$ cat src/rtl/scan_hex.sv
// -----------------------------------------------------------------------------
// scan_hex
//
// Receive-side parser that sits between the UART receiver and the debug
// unit's command controller. On each accepted request it returns either the
// next raw byte (byte mode) or a 32-bit value built from up to MAX_DIGITS
// ASCII hex digits ended by whitespace (word mode).
//
// Parameters
//   MAX_DIGITS : hex digits kept per word (1..8); extra digits are dropped
//                and flagged on err_rx.
//   DEL_EN     : 1 = 0x7F (DEL) behaves like backspace, 0 = 0x7F is illegal.
//
// Ports
//   clk      in   1   system clock, all state on posedge
//   rstn     in   1   asynchronous active-low reset
//   type_rx  in   1   0 = byte request, 1 = word request (sampled on accept)
//   req_rx   in   1   request from controller, held until ack_rx is seen
//   ack_rx   out  1   result valid, held until req_rx falls
//   din_rx   out  32  result value, right-aligned
//   term_rx  out  8   terminator that ended a word, 0x00 in byte mode
//   err_rx   out  1   sticky per request: illegal char or overflow digit seen
//   d_rx     in   8   byte from the UART receiver
//   vld_rx   in   1   single-cycle strobe qualifying d_rx
// -----------------------------------------------------------------------------
module scan_hex #(
    parameter int MAX_DIGITS = 8,
    parameter bit DEL_EN     = 1'b1
) (
    input  logic        clk,
    input  logic        rstn,
    input  logic        type_rx,
    input  logic        req_rx,
    output logic        ack_rx,
    output logic [31:0] din_rx,
    output logic [7:0]  term_rx,
    output logic        err_rx,
    input  logic [7:0]  d_rx,
    input  logic        vld_rx
);

    // Four bits hold any digit count from 0 to 8.
    localparam int CNT_W = 4;
    localparam logic [CNT_W-1:0] CNT_MAX = CNT_W'(MAX_DIGITS);

    typedef enum logic [1:0] {
        S_IDLE = 2'd0,
        S_BYTE = 2'd1,
        S_WORD = 2'd2,
        S_ACK  = 2'd3
    } state_t;

    typedef enum logic [1:0] {
        C_HEX  = 2'd0,
        C_BS   = 2'd1,
        C_TERM = 2'd2,
        C_ILL  = 2'd3
    } cls_t;

    // -------------------------------------------------------------------------
    // Character helpers
    // -------------------------------------------------------------------------
    function automatic cls_t classify(input logic [7:0] c);
        cls_t r;
        r = C_ILL;
        if ((c >= 8'h30 && c <= 8'h39) ||
            (c >= 8'h41 && c <= 8'h46) ||
            (c >= 8'h61 && c <= 8'h66)) begin
            r = C_HEX;
        end else if (c == 8'h08 || (DEL_EN && c == 8'h7F)) begin
            r = C_BS;
        end else if (c == 8'h20 || c == 8'h0D || c == 8'h0A) begin
            r = C_TERM;
        end
        return r;
    endfunction

    // Only valid for characters already classified as hex. Letters of either
    // case have low nibble 1..6, so adding 9 yields 10..15.
    function automatic logic [3:0] hex_nibble(input logic [7:0] c);
        logic [3:0] n;
        if (c <= 8'h39) begin
            n = c[3:0];
        end else begin
            n = c[3:0] + 4'd9;
        end
        return n;
    endfunction

    // -------------------------------------------------------------------------
    // State
    // -------------------------------------------------------------------------
    state_t           state_q, state_d;
    logic             ack_q,   ack_d;
    logic [31:0]      din_q,   din_d;
    logic [7:0]       term_q,  term_d;
    logic             err_q,   err_d;
    logic [CNT_W-1:0] cnt_q,   cnt_d;

    cls_t       cls;
    logic [3:0] nib;

    assign cls = classify(d_rx);
    assign nib = hex_nibble(d_rx);

    always_ff @(posedge clk or negedge rstn) begin
        if (!rstn) begin
            state_q <= S_IDLE;
            ack_q   <= 1'b0;
            din_q   <= 32'h0;
            term_q  <= 8'h0;
            err_q   <= 1'b0;
            cnt_q   <= '0;
        end else begin
            state_q <= state_d;
            ack_q   <= ack_d;
            din_q   <= din_d;
            term_q  <= term_d;
            err_q   <= err_d;
            cnt_q   <= cnt_d;
        end
    end

    // -------------------------------------------------------------------------
    // Next-state and datapath
    // -------------------------------------------------------------------------
    always_comb begin
        state_d = state_q;
        ack_d   = ack_q;
        din_d   = din_q;
        term_d  = term_q;
        err_d   = err_q;
        cnt_d   = cnt_q;

        unique case (state_q)
            S_IDLE: begin
                ack_d = 1'b0;
                // Received bytes are thrown away while no request is open.
                if (req_rx && !ack_q) begin
                    state_d = type_rx ? S_WORD : S_BYTE;
                    din_d   = 32'h0;
                    term_d  = 8'h0;
                    err_d   = 1'b0;
                    cnt_d   = '0;
                end
            end

            S_BYTE: begin
                if (!req_rx) begin
                    // Controller withdrew the request: abandon quietly.
                    state_d = S_IDLE;
                    din_d   = 32'h0;
                    cnt_d   = '0;
                end else if (vld_rx) begin
                    din_d   = {24'h0, d_rx};
                    state_d = S_ACK;
                    ack_d   = 1'b1;
                end
            end

            S_WORD: begin
                if (!req_rx) begin
                    state_d = S_IDLE;
                    din_d   = 32'h0;
                    cnt_d   = '0;
                end else if (vld_rx) begin
                    unique case (cls)
                        C_HEX: begin
                            if (cnt_q < CNT_MAX) begin
                                din_d = {din_q[27:0], nib};
                                cnt_d = cnt_q + 1'b1;
                            end else begin
                                err_d = 1'b1;
                            end
                        end
                        C_BS: begin
                            // Backspace on an empty word is harmless.
                            if (cnt_q != '0) begin
                                din_d = din_q >> 4;
                                cnt_d = cnt_q - 1'b1;
                            end
                        end
                        C_TERM: begin
                            // Whitespace before the first digit is skipped.
                            if (cnt_q != '0) begin
                                term_d  = d_rx;
                                state_d = S_ACK;
                                ack_d   = 1'b1;
                            end
                        end
                        default: begin
                            err_d = 1'b1;
                        end
                    endcase
                end
            end

            S_ACK: begin
                ack_d = 1'b1;
                // Result stays frozen; bytes arriving now are discarded.
                if (!req_rx) begin
                    ack_d   = 1'b0;
                    state_d = S_IDLE;
                end
            end

            default: begin
                state_d = S_IDLE;
                ack_d   = 1'b0;
            end
        endcase
    end

    assign ack_rx  = ack_q;
    assign din_rx  = din_q;
    assign term_rx = term_q;
    assign err_rx  = err_q;

endmodule

$ cat config.mk
export PLATFORM = sky130hd
export DESIGN_NAME = scan_hex
export DESIGN_NICKNAME = d
export VERILOG_FILES = /design/src/rtl/scan_hex.sv
export SDC_FILE = /design/constraint.sdc
export NUM_CORES = 1
export LEC_CHECK = 0
export ABC_CLOCK_PERIOD_IN_PS = 3450
export CAP_MARGIN = 25
export CORE_ASPECT_RATIO = 1.25
export CORE_MARGIN = 1
export CORE_UTILIZATION = 35
export CTS_CLUSTER_SIZE = 12
export DETAILED_ROUTE_END_ITERATION = 7
export GPL_TIMING_DRIVEN = 0
export PLACE_DENSITY = 0.59
export REMOVE_ABC_BUFFERS = 1
export SLEW_MARGIN = 20
export SYNTH_ARGS = -nofsm -noshare
export SYNTH_HDL_FRONTEND = slang
export SYNTH_SLANG_ARGS = --single-unit
$ cat constraint.sdc
create_clock -name clk -period 3.45 [get_ports clk]
set_clock_uncertainty 0.15 [all_clocks]
set_input_delay 0.5175 -clock clk [delete_from_list [all_inputs] [get_ports clk]]
set_output_delay 0.5175 -clock clk [all_outputs]
set_load 0.01 [all_outputs]
==> summary.md, run 1 <==
| Metric | Value |
|---|---|
| Status | complete, but fails checks |
| Failing checks | design-rule violations |
| Hold_ws | 0.0701 ns |
| Via count | approximately 2700 |
| FP Rows | 37 |
| Number of antenna repair diodes | 0 |
| Met1 wire length | 3710 um |
| Maxcap violations | 0 |
| Register area | roughly 0.0012 sq mm |
| Vias in the first global route | 2623 |
| Routed len/inst | roughly 18 um |
| Yosys reg bits | 48 |
| Die Width | 84.6 um |
| Netlist Area Pre-Place | about 0.003 sq mm |
| Starting Density | between 30% and 40% |
| Initial DRT Pass Iterations | 8 |
| RSZ-0062 raised after global routing | false |
| First-pass GRT wire length | 13400 um |
| Area of the multi-input gates | ~0.0019 sq mm |
| Port Buffers | 54 |
| CTS Hold Bufs | 0 |
| Crit path max fanout | 22 |
| Slew margin rel. | approximately a quarter |
| Clock Latency Late Sink | between 0.3 and 0.4 ns |
| Fin. max-slew vios | 0 |
| Synth unique cells | 55 |
| Die ar. | 0.00891 sq mm |
| Reg clk slew, reported paths | 0.09 ns |
| Fin crit share | 95.8% |
| Pre-CTS WS | -1.78 ns |
| Reg2reg path depth | 7 |
| Top_reg_cell synth | dfrtp_1 |
| Final hold vios | 0 |
| Maximum VDD drop | 275 uV |
| Number of remaining DRC errors | 6 |
| Placed Cells | 446 |
| Leak Pwr | 1.72 nW |
| Fin nets | 408 |
| Worst EP arrival | ~3.3 ns |
| Total Routed Length | approximately 8500 um |
| Reg-to-Reg End | din_rx[29]$_DFFE_PN0P_ |
| Via-per-instance ratio | about 5.7 |
| CP Cell Sequence | buf_4, inv_4, ha_4, nor2_1, a2111oi_2, a21oi_1, a211oi_2, a21o_1, buf_4, ha_4, buf_4, buf_16, nand2b_1, a2bb2oi_1, nor2_1, a221oi_1, o21ai_1 |
| Fmax achieved | 303 MHz |
| Setup slack, reg-to-reg | 0.37 ns |
| Most common cell on crit path | buf_4 |
| Area Growth Syn to Fin | 37.9% |
| Worst-margin pin slew | 1.14 ns |
| Final instance count without filler cells | 478 |
| Crit-path leading delay family | compound AO/OA/AOI/OAI gates |
| Pwr/cell area | 632 mW/mm^2 |
| # H-tree levels | 2 |
| Avg Inst Size Synth | 9.51 sq um |
| Buffers plus inverters on the worst setup path | 5 |
| Total GRT Usage | 18.8% |
| Placed cell area | 0.00357 sq mm |
| Antenna-violating nets left | 0 |
| Worst min-delay path class | input port to asynchronous set/reset pin |
| Max incr delay on CP | roughly 0.37 ns |
| Crit Path Class | input port to flip-flop |
| Pin count of the biggest net entering global routing | 49 |
| CTS Root Cell | clkbuf_8 |
| Fraction of registers with async set/reset | 100% |
| Core Footprint | 0.00824 sq mm |
| CTS tree | done |
| Chip Height | 105 um |
| DR iter-0 viols | 123 |
| Clock tree buffer depth | 2 |
| Met3 wire len | around 260 um |
| Initial antenna violation count | 0 |
| Highest layer used for signal routing | met4 |
| Reg2Reg Launch Point | state_q[0]$_DFFE_PN0P_ |
| Crit end category | flip-flop |
| Register area share after synthesis | 40.2% |
| GP Congestion | 0.870 |
| Post-synth EDFFs | 0 |
| CP required | 3.48 ns |
| Number of I/O pins | 55 |
| Final worst slack | 0.146 ns |
| Fin crit period | 3.30 ns |
| Share of layout cells above drive strength 1 | 21.3% |
| Clk sinks | 48 |
| Setup Viol. Count Final | 0 |
| Crit path launch type | input port |
| Gate Count Post-Synth | 314 |
| Fillers | 776 |
| Syn. warnings | 0 |
| Final Total Pwr | 2.60 mW |
| Slowest cell on crit path | a2111oi_2 |
| Worst Setup SP | d_rx[1] |
| HPWL Detailed | 5030 um |
| Met2 wire len | 4390 um |
| TritonCTS buffer count | 5 |
| Design area | about 0.0041 sq mm |
| Total grt overflow | 0 |
-- cell usage in the layout (no fill, tap or decap), drive strengths merged, types with 2 or more instances in the layout --
cell,count
mux2i,26
dlymetal6s2s,2
and2,2
buf,21
nand2b,6
ha,14
o31ai,23
clkbuf,7
a22o,9
nor2b,2
a32o,2
nor3,2
inv,7
nor2,13
or2b,3
dfrtp,48
or2,2
nor3b,4
and3,3
o21ai,14
xnor2,2
clkdlybuf4s50,47
or4,2
a21oi,11
a21o,4
a2bb2oi,2
nand3,25
a31oi,2
nand2,57
-- cell families (layout without fill, tap and decap cells) --
family | count (synthesis) | count (layout) | synth area share (%)
multiplexers | 27 | 27 | 9.09
adder cells (fa/ha/maj) | 15 | 15 | 6.54
AND/OR/NAND/NOR | 118 | 125 | 20.1
AO/OA/AOI/OAI | 76 | 76 | 18.7
XOR/XNOR | 3 | 3 | 0.880
flip-flops | 48 | 48 | 40.2
buffers and inverters | 27 | 87 | 4.48
-- worst max path at each step --
stage | end | cells past startpoint
floorplan | din_rx[17]$_DFFE_PN0P_ | 12
detailed placement | din_rx[17]$_DFFE_PN0P_ | 12
finish | din_rx[1]$_DFFE_PN0P_ | 17
global route | din_rx[23]$_DFFE_PN0P_ | 16
global placement | din_rx[17]$_DFFE_PN0P_ | 12
CTS | din_rx[23]$_DFFE_PN0P_ | 14
-- cell type report --
type / count / share of cell area [%]
clock buffers: 6 / 2.00
clock inverters: 2 / 0.942
inverters: 7 / 0.699
multi-input cells: 246 / 46.9
flip-flops and latches: 48 / 29.2
well taps: 97 / 2.95
repair buffers: 72 / 17.3
-- cells in the mapped netlist, types with 2 or more instances --
library cell / instances / area [sq um]
inv_1: 7 / 26.3
o21ai_0: 10 / 50.1
ha_1: 14 / 175
and2_1: 2 / 12.5
nand3_2: 2 / 20.0
buf_6: 3 / 33.8
nand2_1: 57 / 214
dfrtp_1: 48 / 1200
nand2b_1: 6 / 37.5
nand3_1: 16 / 80.1
buf_2: 5 / 25.0
o21ai_1: 3 / 15.0
nor3b_1: 4 / 30.0
mux2i_1: 26 / 260
nor3_1: 2 / 10.0
and3_1: 2 / 12.5
a22o_1: 9 / 78.8
or2b_2: 3 / 26.3
xnor2_1: 2 / 17.5
a21o_2: 3 / 26.3
nor2_1: 13 / 48.8
clkbuf_1: 10 / 37.5
a32o_1: 2 / 20.0
a21oi_1: 11 / 55.1
nor2b_1: 2 / 12.5
o31ai_1: 23 / 173
-- flip-flops by register name (all words and copies together), names as in the netlist --
name	cells
cnt_q	4
ack_rx	1
din_rx	32
err_rx	1
term_rx	8
state_q	2
-- power by group --
| part | total (mW) | internal (mW) | switching (mW) |
|---|---|---|---|
| Combinational | 1.46 | 0.562 | 0.894 |
| Clock | 0.437 | 0.237 | 0.199 |
| Sequential | 0.712 | 0.636 | 0.0766 |
-- stage by stage --
stage / util (%) / setup TNS (ns)
2_1_floorplan: - / -39.08
3_5_place_dp: 43.3 / -63.35
6_report: 50.0 / 0
4_1_cts: 47.3 / 0
3_3_place_gp: 43.0 / -102.22
5_1_grt: 50.0 / 0
-- routing by layer --
layer / GRT usage, % / vias to the layer above
met2: 33.0 / 66
met1: 24.1 / 1358
met5: 0 / -
li1: - / 1284
met4: 5.57 / 0
met3: 2.35 / 11
-- timing repair --
item / in CTS / in global routing
pin swaps: 11 / 11
buffers inserted: 12 / 5
cloned: 5 / 2
resized for setup: 22 / 44
endpoints found under the setup margin: 44 / 32
Note: power is estimated with default switching activity, not from simulation.
==> inputs of run 2 (changes only) <==
- ABC_CLOCK_PERIOD_IN_PS: 3450 -> 3000
- PLACE_DENSITY: 0.59 -> 0.61
- clock period: 3.45 -> 3 ns (I/O delays scaled with it)
==> run 2 against run 1 <==
Effect of this change:
- the flow finishes with violations (design-rule violations, negative hold slack)
- sequential share of layout area decreased by 0.41 points
- largest cell class unchanged
- worst setup slack got worse by 0.12 ns
- cell count increased by 1.0%
==> summary.md, run 2 (same netlist as run 1, synthesis figures left out) <==
| Metric | Value |
|---|---|
| Met2 wire len | between 4000 and 5000 um |
| Slew margin rel. | 58.6% |
| Pwr/cell area | between 600 and 700 mW/mm^2 |
| Maximum VDD drop | 400 uV |
| Highest layer used for signal routing | met4 |
| Status | complete, but fails checks |
| Fmax achieved | between 300 and 400 MHz |
| Fin crit period | 2.97 ns |
| CP required | approximately 3.1 ns |
| Crit end category | flip-flop |
| Fin crit share | just under 100% |
| Hold_ws | -0.00468 ns |
| Clk sinks | 48 |
| FP Rows | 37 |
| Number of antenna repair diodes | 0 |
| Total GRT Usage | 18.3% |
| Initial antenna violation count | 0 |
| Total grt overflow | 0 |
| Routed len/inst | 17.1 um |
| Met3 wire len | around 220 um |
| Placed Cells | 446 |
| Die ar. | about 0.0089 sq mm |
| Commonest cells after routing, fill and taps aside | nand2_1, dfrtp_1, clkdlybuf4s50_1, mux2i_1, buf_4 |
| Worst-margin pin slew | 0.621 ns |
| Placed cell area | about 0.0036 sq mm |
| First-pass GRT wire length | 13100 um |
| Crit path max fanout | 7 |
| GP Congestion | 0.842 |
| TritonCTS buffer count | 5 |
| Via count | 2661 |
| CP Cell Sequence | buf_12, inv_8, buf_4, ha_1, nor3b_1, a21oi_1, nor3b_1, o21ai_1, nor2b_1, ha_4, ha_1, a21o_2, a21oi_2, xor2_1, or4_4, o21ai_2 |
| CTS Hold Bufs | 0 |
| CTS tree | done |
| Starting Density | 36.2% |
| Via-per-instance ratio | 5.51 |
| Setup Viol. Count Final | 0 |
| DR iter-0 viols | around 170 |
| # H-tree levels | 2 |
| HPWL Detailed | 4910 um |
| Number of remaining DRC errors | 4 |
| Final hold vios | 17 |
| RSZ-0062 raised after global routing | true |
| Port Buffers | 54 |
| Number of I/O pins | 55 |
| Max incr delay on CP | about 0.42 ns |
| Final instance count without filler cells | 483 |
| Setup slack, reg-to-reg | 0.40 ns |
| Max FFs per register | 32 |
| Design area | 0.00418 sq mm |
| Maxcap violations | 0 |
| Clock tree buffer depth | 2 |
| Setup TNS | 0 ns |
| Area Growth Syn to Fin | 39.9% |
| Crit Path Class | input port to flip-flop |
| Worst EP arrival | 3.07 ns |
| Chip Height | 105 um |
| CTS Root Cell | clkbuf_8 |
| Final Total Pwr | 2.88 mW |
| Pin count of the biggest net entering global routing | 49 |
| Fillers | 768 |
| Fin nets | 413 |
| Antenna-violating nets left | 0 |
| Slowest cell on crit path | or4_4 |
| Commonest non-fill, non-tap cell in the layout | nand2_1 |
| Failing checks | design-rule violations, negative hold slack |
| Share of layout cells above drive strength 1 | 23.3% |
| Initial DRT Pass Iterations | 6 |
| Core Footprint | 0.00824 sq mm |
| Worst min-delay path class | input port to asynchronous set/reset pin |
| Reg clk slew, reported paths | 0.10 ns |
| Vias in the first global route | 2524 |
| Die Width | 84.6 um |
| Leak Pwr | 1.73 nW |
| Clock Latency Late Sink | 0.31 ns |
| Total Routed Length | 8280 um |
| Fin. max-slew vios | 0 |
| Crit path launch type | input port |
| Met1 wire length | 3730 um |
==> run 2: cell count changes in the layout (fill, tap and decap cells not counted), moves of 2 or more <==
cell,previous run,this run
o31ai_1,12,17
buf_12,1,3
o31ai_2,8,6
nand3_4,8,6
ha_2,2,0
buf_4,16,20
dlygate4sd2_1,1,4
ha_4,2,4
o31ai_4,3,0
a21oi_1,11,9
a21oi_2,0,2
buf_6,2,4
dlymetal6s2s_1,2,0
clkdlybuf4s50_1,47,45
==> run 2: report_power, final <==
group          switching [mW]  internal [mW]  leakage [nW]  total (mW)
clock                   0.247          0.252        0.0548       0.499
combinational           0.955          0.613          1.02        1.57
sequential             0.0837          0.731         0.660       0.815
total                    1.29           1.60          1.73        2.88
==> run 2: path summary, 6_finish.rpt <==
| kind | from | end | cells after the start |
|---|---|---|---|
| worst max-delay path | d_rx[1] | cnt_q[3]$_DFFE_PN0P_ | 16 |
| worst min-delay path | rstn | term_rx[3]$_DFFE_PN0P_ | 1 |
| worst max register to register | state_q[0]$_DFFE_PN0P_ | din_rx[28]$_DFFE_PN0P_ | 7 |
| worst min register to register | din_rx[30]$_DFFE_PN0P_ | din_rx[30]$_DFFE_PN0P_ | 2 |
| max in group asynchronous | rstn | cnt_q[2]$_DFFE_PN0P_ | 1 |
| min in group clk | d_rx[0] | term_rx[0]$_DFFE_PN0P_ | 2 |
==> run 2: final cells by class <==
class	count	area, sq um	share of cell area [%]
multi-input combinational	245	1930	46.1
clock buffer	5	68.8	1.65
sequential	48	1200	28.8
inverter	7	36.3	0.869
timing repair buffer	78	777	18.6
clock inverter	3	46.3	1.11
tap	97	121	2.91
==> run 2: repair_timing <==
item,CTS,global route
setup endpoints to repair,48,36
hold endpoints to repair,0,0
resized for setup,45,39
pin swaps,7,7
setup buffers,11,11
gates cloned,2,5
==> run 2: stage by stage <==
step | hold WS (ns) | utilization (%) | setup slack [ns]
global route | 0.0364 | 50.7 | -0.104
global placement | 0.331 | 43.0 | -3.15
floorplan | 0.00441 | - | -1.59
detailed placement | 0.332 | 43.2 | -1.91
CTS | 0.0199 | 46.9 | 0.000716
finish | -0.00468 | 50.7 | 0.0279
==> run 2: critical path, delay by kind of cell <==
family / cells / cell delay, ns
AND/OR/NAND/NOR: 4 / 0.99
XOR/XNOR: 1 / 0.09
buffers and inverters: 3 / 0.26
adder cells (fa/ha/maj): 3 / 0.65
AO/OA/AOI/OAI: 5 / 0.60
==> run 2: metal layers <==
layer / vias up / track usage [%]
met2: 49 / 31.0
met5: - / 0
met3: 6 / 2.66
met4: 0 / 4.24
met1: 1328 / 24.6
li1: 1278 / -
==> inputs of run 3 (changes only) <==
- CORE_MARGIN: 1 -> unset
- DONT_BUFFER_PORTS: unset -> 1
- PLACE_DENSITY: 0.61 -> 0.53
==> run 3 against run 2 <==
Effect of this change:
- the run ends with design-rule violations left
- cell count is 13% lower
- design area down 14%
- worst setup slack better by 0.021 ns
- global-route usage shrank 0.16 points
- critical path depth shrank 2
- register-to-register slack worse by 0.09 ns
- first-iteration DRC count decreased by 33%
- non-clock buffer count down 63
- count of clock-buffer cells in the layout unchanged
- routed wire length fell by 3.4%
- maximum frequency grew 0.72%
- largest cell class unchanged
==> summary.md, run 3 (same netlist as run 1, synthesis figures left out) <==
| Metric | Value |
|---|---|
| Status | complete, but fails checks |
| Failing checks | design-rule violations |
| CP required | 3.09 ns |
| Maximum VDD drop | between 200 and 250 uV |
| Crit path launch type | input port |
| Crit path max fanout | 7 |
| Pin count of the biggest net entering global routing | 49 |
| Initial antenna violation count | 0 |
| Crit Path Class | input port to flip-flop |
| Number of remaining DRC errors | 4 |
| Worst EP arrival | 3.04 ns |
| Total grt overflow | 0 |
| Chip Height | roughly 110 um |
| Number of I/O pins | 55 |
| Setup Viol. Count Final | 0 |
| Internal | approximately 1.5 mW |
| Port Buffers | 0 |
| Worst Min Path Start | d_rx[7] |
| Worst min-delay path class | input port to flip-flop |
| Combinational fraction of design power | between 50% and 60% |
| Switching Share | 45.2% |
| CTS Root Cell | clkbuf_8 |
| Crit end category | flip-flop |
| Net switching power | 1.24 mW |
| Total Routed Length | 8000 um |
| Antenna-violating nets left | 0 |
| Final Total Pwr | 2.74 mW |
| Slew margin rel. | 32.6% |
| Total GRT Usage | between 10% and 20% |
| Final hold vios | 0 |
| Die ar. | 0.00891 sq mm |
| Initial DRT Pass Iterations | 6 |
| # H-tree levels | 2 |
| Fillers | 820 |
| Core Footprint | just over 0.008 sq mm |
| Starting Density | 36.2% |
| Sequential power share | 31.3% |
| Via count | ~2400 |
| RSZ-0062 raised after global routing | true |
| Share of layout cells above drive strength 1 | between 20% and 30% |
| Clock tree buffer depth | 2 |
| Clk sinks | 48 |
| Commonest non-fill, non-tap cell in the layout | nand2_1 |
| GP Congestion | 0.806 |
| Fin crit period | 2.95 ns |
| Vias in the first global route | 2491 |
| Hold endpoint | term_rx[7]$_DFFE_PN0P_ |
| Die Width | roughly 85 um |
| Number of antenna repair diodes | 0 |
| Worst-margin pin slew | 1.01 ns |
| Area Growth Syn to Fin | 20.0% |
| Reg clk slew, reported paths | around 0.10 ns |
| Reg-to-Reg End | din_rx[3]$_DFFE_PN0P_ |
| FP Rows | 37 |
| Fmax achieved | 339 MHz |
| Reg2reg path depth | 8 |
| TritonCTS buffer count | 5 |
| Fin nets | between 300 and 400 |
| Leak Pwr | between 1 and 1.5 nW |
| Maxcap violations | 0 |
| Max FFs per register | 32 |
| DR iter-0 viols | 114 |
| Pwr/cell area | 764 mW/mm^2 |
| Clock power share | 18.1% |
| CTS tree | done |
| Via-per-instance ratio | 5.81 |
| Clock Latency Late Sink | 0.31 ns |
| Commonest cells after routing, fill and taps aside | nand2_1, dfrtp_1, mux2i_1, o31ai_1, nand3_1 |
| Routed len/inst | roughly 19 um |
| HPWL Detailed | just under 5000 um |
| Reg2Reg Launch Point | state_q[0]$_DFFE_PN0P_ |
| WHS Path Cells | 1 |
| First-pass GRT wire length | ~13000 um |
| Setup slack, reg-to-reg | 0.31 ns |
| Fin util | 43.5% |
| Fin crit share | 98.4% |
| Fin. max-slew vios | 0 |
## run 3: critical path, stage by stage
cell and delay [ns]:
clkinv_16 0.03, ha_4 0.13, nor2_4 0.05, a2111oi_4 0.34
a21oi_2 0.10, a211oi_2 0.30, a21o_1 0.22, ha_4 0.15
or2b_4 0.27, a31oi_4 0.20, buf_12 0.14, nand4_4 0.06
or4_1 0.53, o21ai_1 0.08
## run 3: cell type report
| type | instances | area, sq um | area share (%) |
|---|---|---|---|
| inverters | 7 | 52.6 | 1.47 |
| clock buffers | 5 | 68.8 | 1.92 |
| repair buffers | 15 | 193 | 5.38 |
| well taps | 97 | 121 | 3.39 |
| multi-input cells | 245 | 1900 | 53.0 |
| flip-flops and latches | 48 | 1200 | 33.5 |
| clock inverters | 3 | 46.3 | 1.29 |
## run 3: power by group through the flow
stage / logic, mW / clock network [mW] / registers [mW]
final: 1.39 / 0.494 / 0.856
after global routing: 1.50 / 0.542 / 0.868
after CTS: 1.21 / 0.512 / 0.859
after detailed placement: 0.924 / 0 / 0.872
after global placement: 0.924 / 0 / 0.869
after floorplan: 0.709 / 0 / 0.833
## run 3: through the flow
step	worst slack, ns	instance area (sq um)	hold WS [ns]	instances	setup TNS (ns)
after floorplan	-1.59	2880	0.00441	294	-52.85
after global placement	-2.60	3000	0.00590	391	-88.87
after detailed placement	-1.43	3020	0.00601	392	-46.87
after CTS	0.00231	3340	0.115	411	0
after global routing	-0.106	3580	0.111	420	-0.243
final	0.0492	3580	0.121	420	0
## run 3: repair_timing
item / CTS / global route
endpoints found under the setup margin: 36 / 36
buffers inserted: 6 / 6
gates cloned: 3 / 3
hold buffers: 2 / 0
endpoints found under the hold margin: 48 / 0
pin swaps: 8 / 14
resized for setup: 11 / 37
## run 3: worst max-delay path by stage
stage	startpoint	endpoint	slack, ns
floorplan	d_rx[1]	din_rx[17]$_DFFE_PN0P_	-1.59
global placement	d_rx[1]	din_rx[17]$_DFFE_PN0P_	-2.60
detailed placement	d_rx[1]	din_rx[17]$_DFFE_PN0P_	-1.43
CTS	d_rx[0]	din_rx[29]$_DFFE_PN0P_	0.002
global route	d_rx[1]	cnt_q[3]$_DFFE_PN0P_	-0.11
finish	d_rx[1]	cnt_q[3]$_DFFE_PN0P_	0.05
## run 3: routing by layer
metal	GRT usage (%)	vias to the layer above	wire length, um
met5	0	-	0
met4	5.33	0	111
met3	5.09	10	431
met2	30.0	65	4010
met1	22.9	1200	3440
li1	-	1164	-
